==> src/rtl/clock_freq_divider.sv <==
`default_nettype none
// ============================================================================
//  Module      : clock_freq_divider
//  Description : LED blink-rate divider. A free-running terminal-count
//                counter (A) wraps every HALF_PERIOD clk cycles. Each wrap
//                toggles the led flop, so led is a 50% duty square wave
//                with a period of 2*HALF_PERIOD clk cycles.
//  Ports       : clk   - system clock, rising edge
//                reset - synchronous, active-high reset
//                led   - divided clock / LED drive (registered)
//                A     - current counter value, exported for debug (registered)
//  Revision    : 1.0 - initial release
// ============================================================================
module clock_freq_divider #(
  parameter int unsigned     WIDTH       = 27,
  parameter longint unsigned HALF_PERIOD = 100_000_000
) (
  input  logic             clk,
  input  logic             reset,
  output logic             led,
  output logic [WIDTH-1:0] A
);

  // Largest legal HALF_PERIOD is 2**WIDTH, which does not fit in WIDTH bits,
  // so the range check is done in 64-bit arithmetic.
  localparam longint unsigned c_MAX_HALF_PERIOD = 64'd1 << WIDTH;

  // Terminal count. With HALF_PERIOD == 2**WIDTH this truncates to all ones,
  // letting the counter run the full range without ever wrapping by overflow.
  localparam logic [WIDTH-1:0] c_TERM = WIDTH'(HALF_PERIOD - 64'd1);

  generate
    if (WIDTH < 1 || WIDTH > 63) begin : g_bad_width
      $fatal(1, "clock_freq_divider: WIDTH must be in 1..63");
    end
    if (HALF_PERIOD < 64'd1 || HALF_PERIOD > c_MAX_HALF_PERIOD) begin : g_bad_half_period
      $fatal(1, "clock_freq_divider: HALF_PERIOD must be in 1..2**WIDTH");
    end
  endgenerate

  logic [WIDTH-1:0] r_count;
  logic             r_led;
  logic             w_terminal;

  // Full-width unsigned compare against the terminal value.
  assign w_terminal = (r_count == c_TERM);

  // Reset wins over counting, so a mid-count reset never produces a toggle.
  always_ff @(posedge clk) begin
    if (reset) begin
      r_count <= '0;
      r_led   <= 1'b0;
    end else if (w_terminal) begin
      r_count <= '0;
      r_led   <= ~r_led;
    end else begin
      r_count <= r_count + 1'b1;
    end
  end

  assign led = r_led;
  assign A   = r_count;

endmodule
`default_nettype wire

==> config.mk <==
export PLATFORM = sky130hd
export DESIGN_NAME = clock_freq_divider
export DESIGN_NICKNAME = d
export VERILOG_FILES = /design/src/rtl/clock_freq_divider.sv
export SDC_FILE = /design/constraint.sdc
export NUM_CORES = 1
export LEC_CHECK = 0
export CAP_MARGIN = 10
export CORE_MARGIN = 2
export CORE_UTILIZATION = 53
export DETAILED_ROUTE_END_ITERATION = 8
export PLACE_DENSITY = 0.86
export SYNTH_ARGS = -nofsm -noshare
export SYNTH_HDL_FRONTEND = slang
export SYNTH_SLANG_ARGS = --single-unit
==> constraint.sdc <==
create_clock -name clk -period 4.16 [get_ports clk]
set_input_delay 1.248 -clock clk [delete_from_list [all_inputs] [get_ports clk]]
set_output_delay 1.248 -clock clk [all_outputs]
set_load 0.02 [all_outputs]
==> results.md <==
* Die Span Y at 54.5 um
* Final Max Tran Viols at 0
* Crit path cell chain: clkdlybuf4s50_1
* Most frequent cells after synthesis: dfxtp_1 (28), nor2_1 (18), nand3_1 (13)
* Critical path peak fanout at 8
* Final ANT Viol Nets at 0
* Synth area leaders: dfxtp_1 (41%), xor2_1 (6.5%), nor2_1 (5.0%)
* CTS Buf Count at 3
* CTS tree: yes
* Worst R2R Start: A[19]
* Slew margin rel. at 34.0%
* R2R setup slack at 1.56 ns
* CTS H-tree lvls at 1
* Gr ovfl total at 0
* Drt first-iter violations at 70
* Worst path required time at 2.91 ns
* Final period util at 66.5%
* # rows at 18
* Synth Area in Adders at 0.926%
* Mux cell area share after synthesis at 0%
* Synthesized Nets at 161
* Worst-Skew Late Latency at 0.34 ns
* Power per cell area at 280 nW/um^2
* Hold_buf cts at 0
* Clock buffer depth at 2
* Top-area cell type share of the netlist area at 41.5%
* Crit Path Category: flop to output pin
* Simple-Gate Fraction of Synth Area at 32.9%
* Compound-Gate Fraction of Synth Area at 12.4%
* # Post-CTS Setup Buffers at 0
* Slowest CP cell: clkdlybuf4s50_1
* Hold path startpoint: led
* Die ar. at 2970 sq um
* Root buffer cell: clkbuf_4
* Port buffer count at 29
* Die Wd at 54.5 um
* Drt total wl at 3.39 mm
* Post-route DRC at 0
* Hold path depth at 2
* Via density per instance at 6.33
* Nets at 187
* DRT Pass-1 Iters at 4
* Cell variety after synth at 27
* Actual slew at the worst max-slew pin at 0.990 ns
* Setup crit end kind: output pin
* Antenna diodes at 0
* Syn. warnings at 0
* Wire per inst at 15.9 um
* Clk_skew at 0.00839 ns
* Largest net degree at the start of global routing at 26
* Endpoints failing setup at 0
* R2R depth at 4
* Number of flops mapped to enable cells by yosys at 0
* Post-synthesis instance area at 1350 sq um
* Maxcap violations at 0
* Worst R2R End: A[9]
* Final Hold Viols at 0
* Top_reg_cell synth: dfxtp_1
* Sink Count at 28
* Status: completed
* Fill cell count at 202
* Endpoint, Worst Hold: led
* Cell family with most CP delay: buffers and inverters
* Fraction of layout cells with a size suffix above 1 at 4.37%
* Vias at 1348
* CP Buf/Inv Count at 1
* Initial antenna violation count at 0
* Setup tns final at 0 ns
* Mapped Cells at 158
* Slowest stage delay, CP at 0.67 ns
* Initial core utilization at 55.0%
* Seq/Total Area, Yosys at 41.5%
* Crit path arrival time at 1.52 ns
* Core area at 2450 sq um
* Final Wtd Congestion at 0.847
* Area leader, netlist: dfxtp_1
* Worst-path clk slew at 0.15 ns
* Leak at 0.524 nW
* CP Launch Type: flop
* Synth Area in XOR/XNOR at 8.43%
* I/O Pins at 30
* All-Layer GR Usage at 25.9%
* RSZ-0062 raised after global routing: false
* Hold Crit Class: flop to flop
* Total Power at 0.000472 W
* Combinational family with the most area after synthesis: simple AND/OR/NAND/NOR gates
* Number of global-route vias before repair at 1258
* VDD IR-drop max at 0.000306 V
* Count leader, synth: dfxtp_1
* Post-CTS resize count at 0
* Fmax at 362 MHz
* First-pass GRT wire length at 5.55 mm
* Min Tclk post-route at 2.77 ns
* Area Overhead vs Synth at 24.8%
* Yosys reg bits at 28
* DP HPWL at 2.43 mm
* Syn_area_per_cell at 8.55 sq um
* Asr flop ratio synth at 0%
-- cells in the final DEF (no fill, tap or decap) --
cell             instances
xor2_1                  10
dfxtp_1                 28
clkdlybuf4s50_1         29
nor3_1                   2
and3_1                   4
or4bb_1                  1
or3_1                    7
or4_1                    9
and4_1                   1
or4_2                    1
or2_2                    1
nand3_1                 13
o31ai_1                  7
nand4_1                 10
nor4_1                   2
nor2_1                  18
o31ai_4                  1
o21ai_0                  5
bufinv_16                1
a21oi_1                 12
or4b_1                   1
clkbuf_4                 3
xnor2_1                  3
inv_1                    2
o41ai_1                  1
or4_4                    1
ha_1                     1
nand2_1                  9
-- layer usage --
metal  wire [um]  part of all wire (%)  vias up  track usage [%]
met3         250                   7.4       10             4.92
met5           0                     0        -                0
met4          73                   2.2        0             14.2
met1        1380                    41      634             29.1
met2        1690                    50       69             45.6
li1            -                     -      635                -
-- metrics by stage --
stage	utilization [%]	instance area, sq um	instances	setup slack [ns]	hold WS [ns]
after global placement	66.6	1630	209	1.70	0.480
after floorplan	-	1350	158	2.01	0.545
after detailed placement	66.6	1630	209	1.61	0.483
final	68.7	1690	213	1.39	0.500
after CTS	68.7	1690	213	1.40	0.502
after global routing	68.7	1690	213	1.33	0.536
-- worst max path at each step --
| stage | startpoint | end | cells after the start |
|---|---|---|---|
| final | A[5] | A[5] | 1 |
| after global routing | A[5] | A[5] | 1 |
| after CTS | A[5] | A[5] | 1 |
| after detailed placement | A[17] | A[9] | 4 |
| after global placement | A[19] | A[14] | 4 |
| after floorplan | A[0] | A[25] | 8 |
-- report_power, final --
part	internal, W	total [W]	switching [W]
registers	0.000271	0.000275	0.00000379
logic	0.00000785	0.0000191	0.0000113
clock network	0.0000976	0.000179	0.0000811
total	0.000376	0.000472	0.0000962
-- cells by family after synthesis --
| family | Yosys count |
|---|---|
| AO/OA/AOI/OAI | 26 |
| XOR/XNOR | 13 |
| adder cells (fa/ha/maj) | 1 |
| AND/OR/NAND/NOR | 80 |
| buffers and inverters | 10 |
| flip-flops | 28 |
-- layout make-up --
cell class	instances	area [sq um]	area share, %
Timing Repair Buffer	29	290	17.2
Clock inverter	1	30.0	1.78
Sequential cell	28	561	33.2
Inverter	2	7.51	0.445
Clock buffer	3	22.5	1.34
Multi-Input combinational cell	120	738	43.8
Tap cell	30	37.5	2.23
-- flip-flops by register name (all words and copies together), names as in the netlist --
name	count
A	27
led	1
Power figures use the tool's default switching activity.
